**src/rtl/tap_tempo_meter_if.sv**
```systemverilog
// Result bundle of the tap tempo meter: measured tempo, BCD digits, period,
// status strobes and the FSM state for observation.
// bpm_valid is a one-cycle strobe with no ready: the consumer samples the result
// on that cycle or reads the held values at any later time until the next strobe.
interface tap_tempo_meter_if;
  logic [7:0]  bpm;
  logic [3:0]  hex100;
  logic [3:0]  hex10;
  logic [3:0]  hex0;
  logic [31:0] beat_period;
  logic        bpm_valid;
  logic        range_err;
  logic        busy;
  logic        tap_led;
  logic [1:0]  state;

  modport master (
    output bpm, hex100, hex10, hex0, beat_period,
    output bpm_valid, range_err, busy, tap_led, state
  );

  modport slave (
    input bpm, hex100, hex10, hex0, beat_period,
    input bpm_valid, range_err, busy, tap_led, state
  );
endinterface

```
**src/rtl/tap_tempo_meter.sv**
```systemverilog
// Tap tempo meter: debounces a tap key, times the interval between presses and
// converts it to BPM by serial restoring division followed by double-dabble BCD.
module tap_tempo_meter #(
  parameter int CLK_HZ          = 50_000_000,
  parameter int DEBOUNCE_CYCLES = 500_000,
  parameter int MIN_BPM         = 30,
  parameter int MAX_BPM         = 250
) (
  input  logic              clock,
  input  logic              reset,
  input  logic              tap,
  tap_tempo_meter_if.master res
);

  localparam logic [63:0] N64     = 64'(CLK_HZ) * 64'd60;
  localparam logic [31:0] N_DIV   = N64[31:0];
  localparam logic [31:0] P_MIN   = 32'(N64 / 64'(MAX_BPM));
  localparam logic [31:0] P_MAX   = 32'(N64 / 64'(MIN_BPM));
  localparam logic [31:0] P_SAT   = P_MAX + 32'd1;
  localparam logic [31:0] DB_LAST = 32'(DEBOUNCE_CYCLES - 1);

  typedef enum logic [1:0] {S_IDLE, S_TIMING, S_DIVIDE, S_CONVERT} state_t;

  state_t      r_state;
  state_t      w_state_next;
  logic        r_sync1, r_sync2, r_db_level, r_db_prev;
  logic [31:0] r_db_cnt;
  logic [31:0] r_cnt;
  logic [31:0] r_num, r_den, r_rem;
  logic [7:0]  r_quo, r_bin;
  logic [11:0] r_bcd;
  logic [4:0]  r_step;
  logic [7:0]  r_bpm;
  logic [3:0]  r_hex100, r_hex10, r_hex0;
  logic [31:0] r_beat_period;
  logic        r_bpm_valid, r_range_err, r_tap_led;

  logic        w_press, w_restart, w_accept, w_err;
  logic [32:0] w_rem_shift;
  logic        w_rem_ge;
  logic [31:0] w_rem_next;
  logic [7:0]  w_quo_next;
  logic [11:0] w_bcd_adj;
  logic [19:0] w_dd_next;

  // The debounced level follows the synchronized tap only after it has held the
  // new value for DEBOUNCE_CYCLES consecutive cycles.
  always_ff @(posedge clock) begin
    if (reset) begin
      r_sync1    <= 1'b1;
      r_sync2    <= 1'b1;
      r_db_level <= 1'b1;
      r_db_prev  <= 1'b1;
      r_db_cnt   <= '0;
    end else begin
      r_sync1   <= tap;
      r_sync2   <= r_sync1;
      r_db_prev <= r_db_level;
      if (r_sync2 == r_db_level) begin
        r_db_cnt <= '0;
      end else if (r_db_cnt == DB_LAST) begin
        r_db_level <= r_sync2;
        r_db_cnt   <= '0;
      end else begin
        r_db_cnt <= r_db_cnt + 32'd1;
      end
    end
  end

  assign w_press = r_db_prev & ~r_db_level;

  always_comb begin
    w_state_next = r_state;
    w_restart    = 1'b0;
    w_accept     = 1'b0;
    w_err        = 1'b0;
    unique case (r_state)
      S_IDLE: begin
        if (w_press) begin
          w_restart    = 1'b1;
          w_state_next = S_TIMING;
        end
      end
      S_TIMING: begin
        if (w_press) begin
          w_restart = 1'b1;
          if (r_cnt < P_MIN) begin
            w_err = 1'b1;
          end else if (r_cnt <= P_MAX) begin
            w_accept     = 1'b1;
            w_state_next = S_DIVIDE;
          end
        end else if (r_cnt == P_SAT) begin
          w_state_next = S_IDLE;
        end
      end
      S_DIVIDE: begin
        if (r_step == 5'd31) w_state_next = S_CONVERT;
      end
      S_CONVERT: begin
        if (r_step == 5'd7) w_state_next = S_TIMING;
      end
      default: w_state_next = S_IDLE;
    endcase
  end

  // One restoring-division step; the quotient never exceeds 255, so only its
  // low byte is kept as the bits shift in.
  always_comb begin
    w_rem_shift = {r_rem, r_num[31]};
    w_rem_ge    = (w_rem_shift >= {1'b0, r_den});
    w_rem_next  = w_rem_ge ? 32'(w_rem_shift - {1'b0, r_den}) : w_rem_shift[31:0];
    w_quo_next  = (r_quo << 1) | {7'd0, w_rem_ge};
  end

  always_comb begin
    w_bcd_adj = r_bcd;
    for (int d = 0; d < 3; d++) begin
      if (r_bcd[d*4 +: 4] >= 4'd5) w_bcd_adj[d*4 +: 4] = r_bcd[d*4 +: 4] + 4'd3;
    end
    w_dd_next = {w_bcd_adj, r_bin} << 1;
  end

  always_ff @(posedge clock) begin
    if (reset) begin
      r_state       <= S_IDLE;
      r_cnt         <= '0;
      r_num         <= '0;
      r_den         <= '0;
      r_rem         <= '0;
      r_quo         <= '0;
      r_bin         <= '0;
      r_bcd         <= '0;
      r_step        <= '0;
      r_bpm         <= '0;
      r_hex100      <= '0;
      r_hex10       <= '0;
      r_hex0        <= '0;
      r_beat_period <= '0;
      r_bpm_valid   <= 1'b0;
      r_range_err   <= 1'b0;
      r_tap_led     <= 1'b0;
    end else begin
      r_state     <= w_state_next;
      r_range_err <= w_err;
      r_bpm_valid <= 1'b0;
      if (w_press) r_tap_led <= ~r_tap_led;
      // Counter holds the number of cycles since the last press, so it reads
      // exactly the interval on the cycle of the next press.
      if (w_restart) r_cnt <= 32'd1;
      else if (r_cnt != P_SAT) r_cnt <= r_cnt + 32'd1;
      if (w_accept) begin
        r_den  <= r_cnt;
        r_num  <= N_DIV;
        r_rem  <= '0;
        r_quo  <= '0;
        r_step <= '0;
      end
      case (r_state)
        S_DIVIDE: begin
          r_num  <= r_num << 1;
          r_rem  <= w_rem_next;
          r_quo  <= w_quo_next;
          r_step <= r_step + 5'd1;
          if (r_step == 5'd31) begin
            r_bin  <= w_quo_next;
            r_bcd  <= '0;
            r_step <= '0;
          end
        end
        S_CONVERT: begin
          r_bcd  <= w_dd_next[19:8];
          r_bin  <= w_dd_next[7:0];
          r_step <= r_step + 5'd1;
          if (r_step == 5'd7) begin
            r_step        <= '0;
            r_bpm         <= r_quo;
            r_hex100      <= w_dd_next[19:16];
            r_hex10       <= w_dd_next[15:12];
            r_hex0        <= w_dd_next[11:8];
            r_beat_period <= r_den;
            r_bpm_valid   <= 1'b1;
          end
        end
        default: ;
      endcase
    end
  end

  assign res.bpm         = r_bpm;
  assign res.hex100      = r_hex100;
  assign res.hex10       = r_hex10;
  assign res.hex0        = r_hex0;
  assign res.beat_period = r_beat_period;
  assign res.bpm_valid   = r_bpm_valid;
  assign res.range_err   = r_range_err;
  assign res.tap_led     = r_tap_led;
  assign res.busy        = (r_state == S_DIVIDE) || (r_state == S_CONVERT);
  assign res.state       = r_state;

endmodule

```
**src/flat_wrapper.sv**
```systemverilog
// flat-port wrapper written by rule: the top's interface ports become plain ports
module tap_tempo_meter_flat 
#(
  parameter int CLK_HZ          = 50_000_000,
  parameter int DEBOUNCE_CYCLES = 500_000,
  parameter int MIN_BPM         = 30,
  parameter int MAX_BPM         = 250
)
  (clock, reset, tap, res_bpm, res_hex100, res_hex10, res_hex0, res_beat_period, res_bpm_valid, res_range_err, res_busy, res_tap_led, res_state);
  tap_tempo_meter_if res_i ();
  input  logic clock;
  input  logic reset;
  input  logic tap;
  output wire logic [$bits(res_i.bpm)-1:0] res_bpm;
  output wire logic [$bits(res_i.hex100)-1:0] res_hex100;
  output wire logic [$bits(res_i.hex10)-1:0] res_hex10;
  output wire logic [$bits(res_i.hex0)-1:0] res_hex0;
  output wire logic [$bits(res_i.beat_period)-1:0] res_beat_period;
  output wire logic [$bits(res_i.bpm_valid)-1:0] res_bpm_valid;
  output wire logic [$bits(res_i.range_err)-1:0] res_range_err;
  output wire logic [$bits(res_i.busy)-1:0] res_busy;
  output wire logic [$bits(res_i.tap_led)-1:0] res_tap_led;
  output wire logic [$bits(res_i.state)-1:0] res_state;
  assign res_bpm = res_i.bpm;
  assign res_hex100 = res_i.hex100;
  assign res_hex10 = res_i.hex10;
  assign res_hex0 = res_i.hex0;
  assign res_beat_period = res_i.beat_period;
  assign res_bpm_valid = res_i.bpm_valid;
  assign res_range_err = res_i.range_err;
  assign res_busy = res_i.busy;
  assign res_tap_led = res_i.tap_led;
  assign res_state = res_i.state;
  tap_tempo_meter #(.CLK_HZ(CLK_HZ), .DEBOUNCE_CYCLES(DEBOUNCE_CYCLES), .MIN_BPM(MIN_BPM), .MAX_BPM(MAX_BPM)) u_core (.clock(clock), .reset(reset), .tap(tap), .res(res_i));
endmodule
```
**config.mk**
```make
export PLATFORM = sky130hd
export DESIGN_NAME = tap_tempo_meter_flat
export DESIGN_NICKNAME = d
export VERILOG_FILES = /design/src/rtl/tap_tempo_meter_if.sv /design/src/rtl/tap_tempo_meter.sv /design/src/flat_wrapper.sv
export SDC_FILE = /design/constraint.sdc
export NUM_CORES = 1
export LEC_CHECK = 0
export CAP_MARGIN = 40
export CELL_PAD_IN_SITES_DETAIL_PLACEMENT = 1
export CELL_PAD_IN_SITES_GLOBAL_PLACEMENT = 1
export CORE_MARGIN = 2
export CORE_UTILIZATION = 52
export DETAILED_ROUTE_END_ITERATION = 6
export DONT_BUFFER_PORTS = 1
export GPL_TIMING_DRIVEN = 0
export PLACE_DENSITY = 0.83
export SLEW_MARGIN = 15
export SYNTH_ARGS = -nofsm -noshare
export SYNTH_HDL_FRONTEND = slang
export SYNTH_SLANG_ARGS = --single-unit
```
**constraint.sdc**
```tcl
create_clock -name clock -period 6.1 [get_ports clock]
set_clock_uncertainty 0.05 [all_clocks]
set_input_delay 1.83 -clock clock [delete_from_list [all_inputs] [get_ports clock]]
set_output_delay 1.83 -clock clock [all_outputs]
set_load 0.05 [all_outputs]
```
==> report_table.html, run 1 <==
<table>
<tr><th>Metric</th><th>Value</th></tr>
<tr><th colspan="2">Status</th></tr>
<tr><td>Status</td><td>completed</td></tr>
<tr><th colspan="2">Routing</th></tr>
<tr><td>Via count</td><td>~10k</td></tr>
<tr><td>Routed length per instance</td><td>19.0 microns</td></tr>
<tr><td>Number of DRC violations after detailed-routing iteration 0</td><td>471</td></tr>
<tr><td>DR DRC count</td><td>0</td></tr>
<tr><td>Total detailed-routing wirelength</td><td>33,300 microns</td></tr>
<tr><td>Vias per cell</td><td>between 5 and 6</td></tr>
<tr><td>Antenna-violating nets left</td><td>0</td></tr>
<tr><td>First-pass iteration count of the detailed router</td><td>5</td></tr>
<tr><th colspan="2">Yosys</th></tr>
<tr><td>Distinct cells, synth</td><td>66</td></tr>
<tr><td>Number of flops mapped to enable cells by yosys</td><td>0</td></tr>
<tr><td>Total standard cell area after synthesis</td><td>11,600 sq um</td></tr>
<tr><td>Post-synthesis area per instance</td><td>8.19 sq um</td></tr>
<tr><td>Proportion of netlist area held by the largest area contributor</td><td>between 40% and 50%</td></tr>
<tr><td>Net count of the mapped netlist</td><td>1,475</td></tr>
<tr><td>Cells after Synth</td><td>1,422</td></tr>
<tr><td>Post-synth top area cell</td><td>sky130_fd_sc_hd__dfxtp_1</td></tr>
<tr><td>Fraction of registers with async set/reset</td><td>0%</td></tr>
<tr><td>Main area contributors after synthesis</td><td>sky130_fd_sc_hd__dfxtp_1, sky130_fd_sc_hd__nand2_1, sky130_fd_sc_hd__a21oi_1, sky130_fd_sc_hd__ha_1, sky130_fd_sc_hd__nor2_1</td></tr>
<tr><td>Top-count cell post-synth</td><td>sky130_fd_sc_hd__nand2_1</td></tr>
<tr><td>Post-synth top cells</td><td>sky130_fd_sc_hd__nand2_1, sky130_fd_sc_hd__dfxtp_1, sky130_fd_sc_hd__a21oi_1</td></tr>
<tr><td>Seq cells post-synth</td><td>245</td></tr>
<tr><td>Warnings from Yosys</td><td>0</td></tr>
<tr><td>Top flip-flop cell by instance count after synthesis</td><td>sky130_fd_sc_hd__dfxtp_1</td></tr>
<tr><td>Proportion of synthesized chip area in sequential cells</td><td>between 40 and 50%</td></tr>
<tr><th colspan="2">STA</th></tr>
<tr><td>Tcrit/Tclk final</td><td>74.6%</td></tr>
<tr><td>Fmax achieved</td><td>about 0.22 GHz</td></tr>
<tr><td>Worst-case setup margin in the final layout</td><td>1550 ps</td></tr>
<tr><td>Transition time of the tightest slew-check pin</td><td>857 ps</td></tr>
<tr><td>Setup repair after global routing missed its margin</td><td>false</td></tr>
<tr><td>Final Slew Violations</td><td>0</td></tr>
<tr><td>Total negative slack for setup checks</td><td>0 ps</td></tr>
<tr><td>Finish-stage setup viols</td><td>0</td></tr>
<tr><td>Clock period minus final worst setup slack</td><td>roughly 4600 ps</td></tr>
<tr><td>Fin. Hold Viols</td><td>0</td></tr>
<tr><td>Max-slew headroom</td><td>42.9%</td></tr>
<tr><th colspan="2">Clock tree</th></tr>
<tr><td>Latest clock arrival within the worst-skew pair</td><td>roughly 540 ps</td></tr>
<tr><td>Number of gates resized after cts</td><td>0</td></tr>
<tr><td>CTS Hold Bufs</td><td>0</td></tr>
<tr><td>Clock sink total</td><td>245</td></tr>
<tr><td>Number of buffers created by CTS</td><td>27</td></tr>
<tr><td>CTS tree</td><td>yes</td></tr>
<tr><td>H-tree levels</td><td>1</td></tr>
<tr><td>Clock root buffer</td><td>sky130_fd_sc_hd__clkbuf_16</td></tr>
<tr><td>CTS clk-pin slew, worst paths</td><td>60 ps</td></tr>
<tr><td>Number of buffers between clock root and the deepest sink</td><td>3</td></tr>
<tr><td>Buffers inserted during post-CTS setup optimization</td><td>0</td></tr>
<tr><th colspan="2">GRT</th></tr>
<tr><td>Total track usage</td><td>around 28%</td></tr>
<tr><td>Number of global-route vias before repair</td><td>10.5k</td></tr>
<tr><td>Largest net degree at the start of global routing</td><td>14</td></tr>
<tr><td>Antenna violations before repair</td><td>0</td></tr>
<tr><td>Wire length of the first global-routing pass</td><td>~55,000 microns</td></tr>
<tr><td>Total congestion overflow after global routing</td><td>0</td></tr>
<tr><th colspan="2">Floorplanning</th></tr>
<tr><td>Initial standard-cell utilization of the core</td><td>53.2%</td></tr>
<tr><td>Width of the chip</td><td>154 microns</td></tr>
<tr><td>Core box area</td><td>21,900 sq um</td></tr>
<tr><td>Die height</td><td>154 microns</td></tr>
<tr><td>Die Outline Area</td><td>23,600 sq um</td></tr>
<tr><td>Num rows</td><td>54</td></tr>
<tr><td>IO Pins</td><td>a little over 60</td></tr>
<tr><th colspan="2">Cells and area</th></tr>
<tr><td>Number of fillers in the final layout</td><td>2,676</td></tr>
<tr><td># diodes</td><td>0</td></tr>
<tr><td>Core occupancy in the finished layout</td><td>59.2%</td></tr>
<tr><td>Final instance area</td><td>13,000 sq um</td></tr>
<tr><td>Proportion of layout cells with a drive suffix above 1</td><td>4.90%</td></tr>
<tr><td>Post-synthesis to final-layout area growth</td><td>11.2%</td></tr>
<tr><td>Layout net count</td><td>1,504</td></tr>
<tr><th colspan="2">Place</th></tr>
<tr><td>Post-placement cell area</td><td>12,000 sq um</td></tr>
<tr><td>Weighted congestion reported at the end of routability-driven placement</td><td>0.903</td></tr>
<tr><td>Place WS</td><td>2230 ps</td></tr>
<tr><td>Post-detailed-placement half-perimeter wirelength</td><td>24,100 microns</td></tr>
<tr><td>Count of port buffers added during placement</td><td>0</td></tr>
<tr><th colspan="2">Critical path</th></tr>
<tr><td>Startpoint types</td><td>flop</td></tr>
<tr><td>Worst endpoint data arrival time</td><td>2670 ps</td></tr>
<tr><td>Data required time at the worst endpoint</td><td>4220 ps</td></tr>
<tr><td>Worst Path Max Fanout</td><td>9</td></tr>
<tr><td>Critical path class</td><td>flop to primary output</td></tr>
<tr><td>Peak per-stage delay on the critical path</td><td>about 730 ps</td></tr>
<tr><td>Chain of cells forming the critical path</td><td>ha_1, clkbuf_1, nor2_1, inv_1</td></tr>
<tr><td>Cell type of the slowest stage on the worst timing path</td><td>sky130_fd_sc_hd__dfxtp_1</td></tr>
<tr><td>Kind of end point of the critical path</td><td>primary output</td></tr>
<tr><td>Depth of the most critical reg-to-reg path</td><td>12</td></tr>
<tr><th colspan="2">Min path</th></tr>
<tr><td>Cell depth of the worst min-delay path</td><td>1</td></tr>
<tr><td>Hold/Removal Path Class</td><td>flop to flop</td></tr>
<tr><th colspan="2">Power</th></tr>
<tr><td>Peak supply drop</td><td>roughly 0.00021 V</td></tr>
<tr><td>Power Density</td><td>264 nW/um^2</td></tr>
<tr><td>Pleak</td><td>roughly 4.5 nW</td></tr>
<tr><td>Tot Pwr</td><td>~3.4 mW</td></tr>
<tr><th colspan="2">Job</th></tr>
<tr><td>MaxCap Viol Count</td><td>0</td></tr>
</table>
layer usage:
layer	global-route usage (%)	routed length (microns)	part of all wire (%)	vias to the layer above
met1	36.3	14800	44	4976
met2	49.1	16300	49	174
li1	-	-	-	4921
met3	4.14	1340	4.0	53
met5	0	0	0	-
met4	7.03	878	2.6	0
cells by family after synthesis:
logic type / count (synthesis) / synth area share (%)
mux: 33 / 2.86
xor+xnor: 89 / 6.69
fa+ha+maj: 50 / 5.43
buf+inv: 131 / 4.47
simple gates: 579 / 23.1
flops: 245 / 42.1
compound gates: 295 / 15.4
area by class of cell:
cell class / count / area [sq um] / share of cell area [%]
Buffer: 72 / 299 / 2.31
Clock buffer: 37 / 763 / 5.89
Clock inverter: 11 / 189 / 1.46
Inverter: 59 / 221 / 1.71
Multi-Input combinational cell: 1046 / 6220 / 48.1
Sequential cell: 245 / 4900 / 37.9
Tap cell: 280 / 350 / 2.70
path summary, 6_finish.rpt:
check,to,slack (ps),start
hold reg to reg,u_core.r_sync2,370,u_core.r_sync1
setup reg to reg,u_core.r_rem[23],2170,u_core.r_den[1]
setup / recovery,res_busy,1550,u_core.res.state[1]
hold / removal,u_core.r_sync2,370,u_core.r_sync1
where the power goes:
part	switching [mW]	internal, mW	leakage (nW)	total [mW]
Clock	0.668	1.08	0.462	1.75
Combinational	0.0412	0.0124	2.11	0.0536
Sequential	0.00870	1.60	1.97	1.61
cells in the final DEF (no fill, tap or decap), types with 19 or more instances in the layout:
cell                        instances
sky130_fd_sc_hd__nor2_1           133
sky130_fd_sc_hd__a21oi_1          146
sky130_fd_sc_hd__clkbuf_16         27
sky130_fd_sc_hd__xor2_1            47
sky130_fd_sc_hd__nand3_1           38
sky130_fd_sc_hd__clkbuf_1          58
sky130_fd_sc_hd__and3_1            19
sky130_fd_sc_hd__o21ai_0           47
sky130_fd_sc_hd__nand2_1          250
sky130_fd_sc_hd__inv_1             59
sky130_fd_sc_hd__nor3_1            21
sky130_fd_sc_hd__xnor2_1           42
sky130_fd_sc_hd__ha_1              49
sky130_fd_sc_hd__mux2i_1           31
sky130_fd_sc_hd__dfxtp_1          245
registers in the layout, summed over array words and instances (netlist names), 2 cells and up:
signal and cells:
u_core.res.hex0 4, u_core.r_den 32, u_core.res.bpm 8, u_core.r_bcd 12, u_core.r_rem 32, u_core.r_quo 8
u_core.r_db_cnt 32, u_core.res.state 2, u_core.res.hex100 4, u_core.r_step 5, u_core.r_cnt 32, u_core.res.hex10 4
u_core.r_bin 8, u_core.r_num 23, u_core.res.beat_period 32
critical path: cells and delay by family, from the launching register on:
kind / cells / cell delay (ps)
simple gates: 1 / 160
buf+inv: 2 / 970
fa+ha+maj: 1 / 270
flops: 1 / 730
per-stage QoR:
| stage | hold WS [ps] | cells |
|---|---|---|
| after floorplan | 339 | 1422 |
| after global placement | 345 | 1702 |
| after detailed placement | 350 | 1702 |
| after CTS | 380 | 1750 |
| after global routing | 393 | 1750 |
| final | 375 | 1750 |
Power figures use the tool's default switching activity.
==> inputs of run 2 (changes only) <==
- CORE_UTILIZATION: 52 -> 48
- PLACE_DENSITY: 0.83 -> 0.77
- clock period: 6.1 -> 4.3 ns (I/O delays scaled with it)
==> run 2 against run 1 <==
  * Register-to-register slack lost 1700 ps
  * Largest power group unchanged
  * Highest routed layer unchanged
  * Global-route usage shrank 2.5 points
  * Clock-buffer cell count grew 6
  * Via count shrank 1.5%
  * Utilization shrank 5.1 points
==> report_table.html, run 2 (synthesized netlist as in run 1, its figures left out) <==
<table>
<tr><th>Metric</th><th>Value</th></tr>
<tr><th colspan="2">Floorplanning</th></tr>
<tr><td>Core box area</td><td>between 20,000 and 25,000 sq um</td></tr>
<tr><td>Num rows</td><td>57</td></tr>
<tr><td>Die Outline Area</td><td>25,500 sq um</td></tr>
<tr><td>Width of the chip</td><td>160 microns</td></tr>
<tr><td>IO Pins</td><td>61</td></tr>
<tr><td>Die height</td><td>160 microns</td></tr>
<tr><td>Initial standard-cell utilization of the core</td><td>48.3%</td></tr>
<tr><th colspan="2">Critical path</th></tr>
<tr><td>Kind of end point of the critical path</td><td>primary output</td></tr>
<tr><td>Critical register-to-register path startpoint</td><td>u_core.r_den[6]</td></tr>
<tr><td>Worst endpoint data arrival time</td><td>2560 ps</td></tr>
<tr><td>Startpoint types</td><td>flop</td></tr>
<tr><td>Depth of the most critical reg-to-reg path</td><td>12</td></tr>
<tr><td>Critical path class</td><td>flop to primary output</td></tr>
<tr><td>Endpoint of the lowest-slack register-to-register path</td><td>u_core.r_rem[2]</td></tr>
<tr><td>Data required time at the worst endpoint</td><td>about 3000 ps</td></tr>
<tr><td>Slack of the worst reg-to-reg path</td><td>490 ps</td></tr>
<tr><td>Worst Path Max Fanout</td><td>9</td></tr>
<tr><th colspan="2">GRT</th></tr>
<tr><td>Total congestion overflow after global routing</td><td>0</td></tr>
<tr><td>Largest net degree at the start of global routing</td><td>15</td></tr>
<tr><td>Antenna violations before repair</td><td>0</td></tr>
<tr><td>Total track usage</td><td>between 20% and 30%</td></tr>
<tr><td>Wire length of the first global-routing pass</td><td>53,600 microns</td></tr>
<tr><td>Number of global-route vias before repair</td><td>10.2k</td></tr>
<tr><th colspan="2">STA</th></tr>
<tr><td>Worst Hold Margin</td><td>359 ps</td></tr>
<tr><td>Total negative slack for setup checks</td><td>0 ps</td></tr>
<tr><td>Max-slew headroom</td><td>approximately 46%</td></tr>
<tr><td>Final Slew Violations</td><td>0</td></tr>
<tr><td>Clock period minus final worst setup slack</td><td>~3900 ps</td></tr>
<tr><td>Finish-stage setup viols</td><td>0</td></tr>
<tr><td>Setup repair after global routing missed its margin</td><td>false</td></tr>
<tr><td>Fin. Hold Viols</td><td>0</td></tr>
<tr><td>Tcrit/Tclk final</td><td>90.6%</td></tr>
<tr><td>Transition time of the tightest slew-check pin</td><td>804 ps</td></tr>
<tr><td>Fmax achieved</td><td>0.257 GHz</td></tr>
<tr><th colspan="2">Clock tree</th></tr>
<tr><td>Buffers inserted during post-CTS setup optimization</td><td>0</td></tr>
<tr><td>CTS Hold Bufs</td><td>0</td></tr>
<tr><td>Clock sink total</td><td>245</td></tr>
<tr><td>Number of buffers created by CTS</td><td>28</td></tr>
<tr><td>CTS clk-pin slew, worst paths</td><td>60 ps</td></tr>
<tr><td>Number of buffers between clock root and the deepest sink</td><td>3</td></tr>
<tr><td>CTS tree</td><td>yes</td></tr>
<tr><td>Clock root buffer</td><td>sky130_fd_sc_hd__clkbuf_16</td></tr>
<tr><td>Latest clock arrival within the worst-skew pair</td><td>550 ps</td></tr>
<tr><td>Number of gates resized after cts</td><td>0</td></tr>
<tr><td>H-tree levels</td><td>1</td></tr>
<tr><th colspan="2">Power</th></tr>
<tr><td>Pleak</td><td>4.56 nW</td></tr>
<tr><td>Peak supply drop</td><td>0.000353 V</td></tr>
<tr><td>Tot Pwr</td><td>approximately 4.9 mW</td></tr>
<tr><td>Power Density</td><td>373 nW/um^2</td></tr>
<tr><th colspan="2">Min path</th></tr>
<tr><td>Startpoint of the worst hold path</td><td>u_core.r_sync1</td></tr>
<tr><td>Cell depth of the worst min-delay path</td><td>1</td></tr>
<tr><td>Hold/Removal Path Class</td><td>flop to flop</td></tr>
<tr><td>Hold path endpoint</td><td>u_core.r_sync2</td></tr>
<tr><th colspan="2">Cells and area</th></tr>
<tr><td>Most common cell after layout, fill and taps aside</td><td>sky130_fd_sc_hd__nand2_1</td></tr>
<tr><td>Layout net count</td><td>1,505</td></tr>
<tr><td>Top library cells by usage in the layout, fill and taps aside</td><td>sky130_fd_sc_hd__nand2_1, sky130_fd_sc_hd__dfxtp_1, sky130_fd_sc_hd__a21oi_1, sky130_fd_sc_hd__nor2_1</td></tr>
<tr><td>Post-synthesis to final-layout area growth</td><td>11.9%</td></tr>
<tr><td># diodes</td><td>0</td></tr>
<tr><td>Proportion of layout cells with a drive suffix above 1</td><td>around 5.1%</td></tr>
<tr><th colspan="2">Routing</th></tr>
<tr><td>Number of DRC violations after detailed-routing iteration 0</td><td>between 400 and 500</td></tr>
<tr><td>First-pass iteration count of the detailed router</td><td>4</td></tr>
<tr><td>Vias per cell</td><td>about 5.5</td></tr>
<tr><td>Via count</td><td>around 10k</td></tr>
<tr><td>Total detailed-routing wirelength</td><td>33,000 microns</td></tr>
<tr><td>Antenna-violating nets left</td><td>0</td></tr>
<tr><td>DR DRC count</td><td>0</td></tr>
<tr><td>Routed length per instance</td><td>18.3 microns</td></tr>
<tr><th colspan="2">Status</th></tr>
<tr><td>Status</td><td>completed</td></tr>
<tr><th colspan="2">Place</th></tr>
<tr><td>Post-detailed-placement half-perimeter wirelength</td><td>24,000 microns</td></tr>
<tr><td>Weighted congestion reported at the end of routability-driven placement</td><td>0.848</td></tr>
<tr><td>Count of port buffers added during placement</td><td>0</td></tr>
<tr><th colspan="2">Job</th></tr>
<tr><td>MaxCap Viol Count</td><td>0</td></tr>
</table>
run 2: critical path: stages, from the launching register on:
cell and delay, ps:
sky130_fd_sc_hd__dfxtp_1 730, sky130_fd_sc_hd__ha_1 260, sky130_fd_sc_hd__clkbuf_1 410, sky130_fd_sc_hd__nor2_1 160, sky130_fd_sc_hd__inv_1 440
run 2: metrics by stage:
| stage | instances | instance area, sq um | util (%) | setup slack, ps |
|---|---|---|---|---|
| finish | 1798 | 13000 | 54.1 | 403 |
| detailed placement | 1746 | 12100 | 50.0 | 583 |
| global placement | 1746 | 12100 | 50.0 | 634 |
| global route | 1798 | 13000 | 54.1 | 227 |
| CTS | 1798 | 13000 | 54.1 | 393 |
| floorplan | 1422 | 11600 | - | 1270 |
run 2: area by class of cell:
cell class	count	area, sq um
flip-flops and latches	245	4900
clock inverters	9	136
clock buffers	43	847
multi-input cells	1046	6220
fillers	2967	11100
plain buffers	72	299
well taps	324	405
inverters	59	221
run 2: worst max path at each step:
stage                                    from               end  cells after the start
after floorplan               u_core.r_den[6]  u_core.r_rem[13]                     12
after global placement        u_core.r_den[6]  u_core.r_rem[16]                     12
after detailed placement      u_core.r_den[6]  u_core.r_rem[16]                     12
after CTS                 u_core.res.state[1]          res_busy                      4
after global routing      u_core.res.state[1]          res_busy                      4
final                     u_core.res.state[1]          res_busy                      4
run 2: routing by layer:
| layer | share of wire (%) | routed length [microns] | vias to the layer above | track usage [%] |
|---|---|---|---|---|
| met5 | 0 | 0 | - | 0 |
| met4 | 3.2 | 1050 | 0 | 8.15 |
| met3 | 4.1 | 1340 | 63 | 4.29 |
| met2 | 46 | 15300 | 154 | 42.7 |
| met1 | 46 | 15300 | 4812 | 33.8 |
| li1 | - | - | 4939 | - |
run 2: where the power goes:
group          internal [mW]  leakage (nW)  total (mW)  switching (mW)
Sequential              2.27          1.97        2.29          0.0126
Combinational         0.0176          2.11      0.0751          0.0576
Clock                   1.53         0.478        2.50           0.967
Total                   3.82          4.56        4.86            1.04
==> inputs of run 3 (changes only) <==
- CORE_UTILIZATION: 48 -> 50
- CTS_BUF_LIST: not set -> sky130_fd_sc_hd__clkbuf_8
- PLACE_DENSITY: 0.77 -> 0.8
==> run 3 against run 2 <==
  * Utilization is 2.6 points higher
  * Clock power is 14% lower
  * Global-route usage is 1.9 points higher
  * Worst hold slack better by 8.1 ps
  * Fmax is 0.65% lower
  * Sequential share of layout area is 0.38 points higher
  * Die area is 3.9% lower
  * Flip-flop and latch count stayed put
  * Wire length is 0.37% higher
  * Combinational power is 0.7% higher
  * Final cell count is 0.72% higher
  * Critical endpoint unchanged
  * Highest routed layer unchanged
==> report_table.html, run 3 (synthesized netlist as in run 1, its figures left out) <==
<table>
<tr><th>Metric</th><th>Value</th></tr>
<tr><th colspan="2">Critical path</th></tr>
<tr><td>Data required time at the worst endpoint</td><td>just under 3000 ps</td></tr>
<tr><td>Kind of end point of the critical path</td><td>primary output</td></tr>
<tr><td>Startpoint types</td><td>flop</td></tr>
<tr><td>Worst endpoint data arrival time</td><td>2580 ps</td></tr>
<tr><td>Critical path class</td><td>flop to primary output</td></tr>
<tr><td>Worst Path Max Fanout</td><td>9</td></tr>
<tr><th colspan="2">Power</th></tr>
<tr><td>Logic pwr share</td><td>1.7%</td></tr>
<tr><td>Power Density</td><td>349 nW/um^2</td></tr>
<tr><td>Net Sw Frac</td><td>roughly 23%</td></tr>
<tr><td>Peak supply drop</td><td>around 0.00027 V</td></tr>
<tr><td>Internal power</td><td>about 3.5 mW</td></tr>
<tr><td>Share of total power in the clock network</td><td>a little under half</td></tr>
<tr><td>Tot Pwr</td><td>4.51 mW</td></tr>
<tr><td>Net Switching</td><td>~1.0 mW</td></tr>
<tr><td>Pleak</td><td>4.59 nW</td></tr>
<tr><td>Flop pwr share</td><td>50.7%</td></tr>
<tr><th colspan="2">Clock tree</th></tr>
<tr><td>Clock root buffer</td><td>sky130_fd_sc_hd__clkbuf_8</td></tr>
<tr><td>H-tree levels</td><td>2</td></tr>
<tr><td>Buffers inserted during post-CTS setup optimization</td><td>0</td></tr>
<tr><td>Number of gates resized after cts</td><td>0</td></tr>
<tr><td>Number of buffers between clock root and the deepest sink</td><td>3</td></tr>
<tr><td>CTS clk-pin slew, worst paths</td><td>~50 ps</td></tr>
<tr><td>Latest clock arrival within the worst-skew pair</td><td>roughly 560 ps</td></tr>
<tr><td>Number of buffers created by CTS</td><td>43</td></tr>
<tr><td>CTS tree</td><td>yes</td></tr>
<tr><td>CTS Hold Bufs</td><td>0</td></tr>
<tr><td>Clock sink total</td><td>245</td></tr>
<tr><th colspan="2">STA</th></tr>
<tr><td>Clock period minus final worst setup slack</td><td>slightly below 4000 ps</td></tr>
<tr><td>Finish-stage setup viols</td><td>0</td></tr>
<tr><td>Final Slew Violations</td><td>0</td></tr>
<tr><td>Fin. Hold Viols</td><td>0</td></tr>
<tr><td>Transition time of the tightest slew-check pin</td><td>approximately 860 ps</td></tr>
<tr><td>Setup repair after global routing missed its margin</td><td>false</td></tr>
<tr><td>Fmax achieved</td><td>about 0.25 GHz</td></tr>
<tr><td>Max-slew headroom</td><td>42.8%</td></tr>
<tr><td>Tcrit/Tclk final</td><td>roughly 90%</td></tr>
<tr><td>Worst Hold Margin</td><td>367 ps</td></tr>
<tr><td>Total negative slack for setup checks</td><td>0 ps</td></tr>
<tr><th colspan="2">Status</th></tr>
<tr><td>Status</td><td>completed</td></tr>
<tr><th colspan="2">Cells and area</th></tr>
<tr><td># diodes</td><td>0</td></tr>
<tr><td>Area of the multi-input gates</td><td>just over 6000 sq um</td></tr>
<tr><td>Post-synthesis to final-layout area growth</td><td>10.8%</td></tr>
<tr><td>Top library cells by usage in the layout, fill and taps aside</td><td>sky130_fd_sc_hd__nand2_1, sky130_fd_sc_hd__dfxtp_1, sky130_fd_sc_hd__a21oi_1, sky130_fd_sc_hd__nor2_1, sky130_fd_sc_hd__inv_1</td></tr>
<tr><td>Sequential cell area in the final layout</td><td>4900 sq um</td></tr>
<tr><td>Most common cell after layout, fill and taps aside</td><td>sky130_fd_sc_hd__nand2_1</td></tr>
<tr><td>Non-filler instance count after layout</td><td>1,811</td></tr>
<tr><td>Number of fillers in the final layout</td><td>2,813</td></tr>
<tr><td>Core occupancy in the finished layout</td><td>56.7%</td></tr>
<tr><td>Layout net count</td><td>1,520</td></tr>
<tr><td>Proportion of layout cells with a drive suffix above 1</td><td>6.01%</td></tr>
<tr><th colspan="2">Place</th></tr>
<tr><td>Post-detailed-placement half-perimeter wirelength</td><td>23,900 microns</td></tr>
<tr><td>Weighted congestion reported at the end of routability-driven placement</td><td>0.907</td></tr>
<tr><td>Count of port buffers added during placement</td><td>0</td></tr>
<tr><td>Number of cells after detailed placement</td><td>1,735</td></tr>
<tr><th colspan="2">Routing</th></tr>
<tr><td>Number of DRC violations after detailed-routing iteration 0</td><td>577</td></tr>
<tr><td>First-pass iteration count of the detailed router</td><td>4</td></tr>
<tr><td>Antenna-violating nets left</td><td>0</td></tr>
<tr><td>Via count</td><td>10.2k</td></tr>
<tr><td>DR DRC count</td><td>0</td></tr>
<tr><td>Vias per cell</td><td>5.62</td></tr>
<tr><td>Routed length per instance</td><td>18.3 microns</td></tr>
<tr><td>Total detailed-routing wirelength</td><td>33,100 microns</td></tr>
<tr><th colspan="2">GRT</th></tr>
<tr><td>Largest net degree at the start of global routing</td><td>12</td></tr>
<tr><td>Total congestion overflow after global routing</td><td>0</td></tr>
<tr><td>Total track usage</td><td>27.4%</td></tr>
<tr><td>Antenna violations before repair</td><td>0</td></tr>
<tr><td>Number of global-route vias before repair</td><td>about 11k</td></tr>
<tr><td>Wire length of the first global-routing pass</td><td>around 54,000 microns</td></tr>
<tr><th colspan="2">Floorplanning</th></tr>
<tr><td>Core box area</td><td>22,800 sq um</td></tr>
<tr><td>IO Pins</td><td>slightly above 60</td></tr>
<tr><td>Num rows</td><td>55</td></tr>
<tr><td>Die height</td><td>between 150 and 200 microns</td></tr>
<tr><td>Die Outline Area</td><td>24,500 sq um</td></tr>
<tr><td>Initial standard-cell utilization of the core</td><td>a little over 50%</td></tr>
<tr><td>Width of the chip</td><td>between 150 and 200 microns</td></tr>
<tr><th colspan="2">Min path</th></tr>
<tr><td>Hold/Removal Path Class</td><td>flop to flop</td></tr>
<tr><th colspan="2">Job</th></tr>
<tr><td>MaxCap Viol Count</td><td>0</td></tr>
</table>
[run 3: changes by cell type in the layout (fill, tap and decap cells not counted), sizes merged]
cell / before / now
inv: 59 / 75
clkinvlp: 2 / 0
bufinv: 3 / 0
clkinv: 4 / 3
clkbuf: 96 / 110
[run 3: stage by stage]
stage	cell area (sq um)	setup WS [ps]
2_1_floorplan	11600	1270
3_3_place_gp	12000	572
3_5_place_dp	12000	475
4_1_cts	12900	368
5_1_grt	12900	259
6_report	12900	378
[run 3: critical path, stage by stage, from the launching register on]
cell and delay, ps:
sky130_fd_sc_hd__dfxtp_1 720, sky130_fd_sc_hd__ha_1 260, sky130_fd_sc_hd__clkbuf_1 450, sky130_fd_sc_hd__nor2_1 160, sky130_fd_sc_hd__inv_1 450
[run 3: path summary, 6_finish.rpt]
kind	from	end	slack (ps)	cells after the start
max	u_core.res.state[1]	res_busy	380	4
min	u_core.r_sync1	u_core.r_sync2	370	1
max reg2reg	u_core.r_den[6]	u_core.r_rem[2]	460	12
min reg2reg	u_core.r_sync1	u_core.r_sync2	370	1
[run 3: routing by layer]
metal | up-vias | GRT usage, % | wire length [microns]
met2 | 171 | 47.8 | 15900
met3 | 64 | 5.32 | 1560
li1 | 4967 | - | -
met5 | - | 0 | 0
met1 | 4983 | 34.1 | 14800
met4 | 0 | 8.56 | 812
[run 3: final cells by class]
type / count / area share (%)
multi-input cells: 1046 / 48.2
well taps: 313 / 3.03
plain buffers: 72 / 2.32
clock buffers: 57 / 6.08
clock inverters: 19 / 0.640
inverters: 59 / 1.72
flip-flops and latches: 245 / 38.0
[run 3: power by group through the flow]
| stage | Combinational, mW | Clock [mW] | Sequential [mW] |
|---|---|---|---|
| after global routing | 0.0832 | 2.31 | 2.29 |
| after floorplan | 0.0480 | 0 | 2.33 |
| final | 0.0756 | 2.15 | 2.29 |
| after detailed placement | 0.0751 | 0 | 2.34 |
| after CTS | 0.0756 | 2.20 | 2.29 |
| after global placement | 0.0738 | 0 | 2.34 |
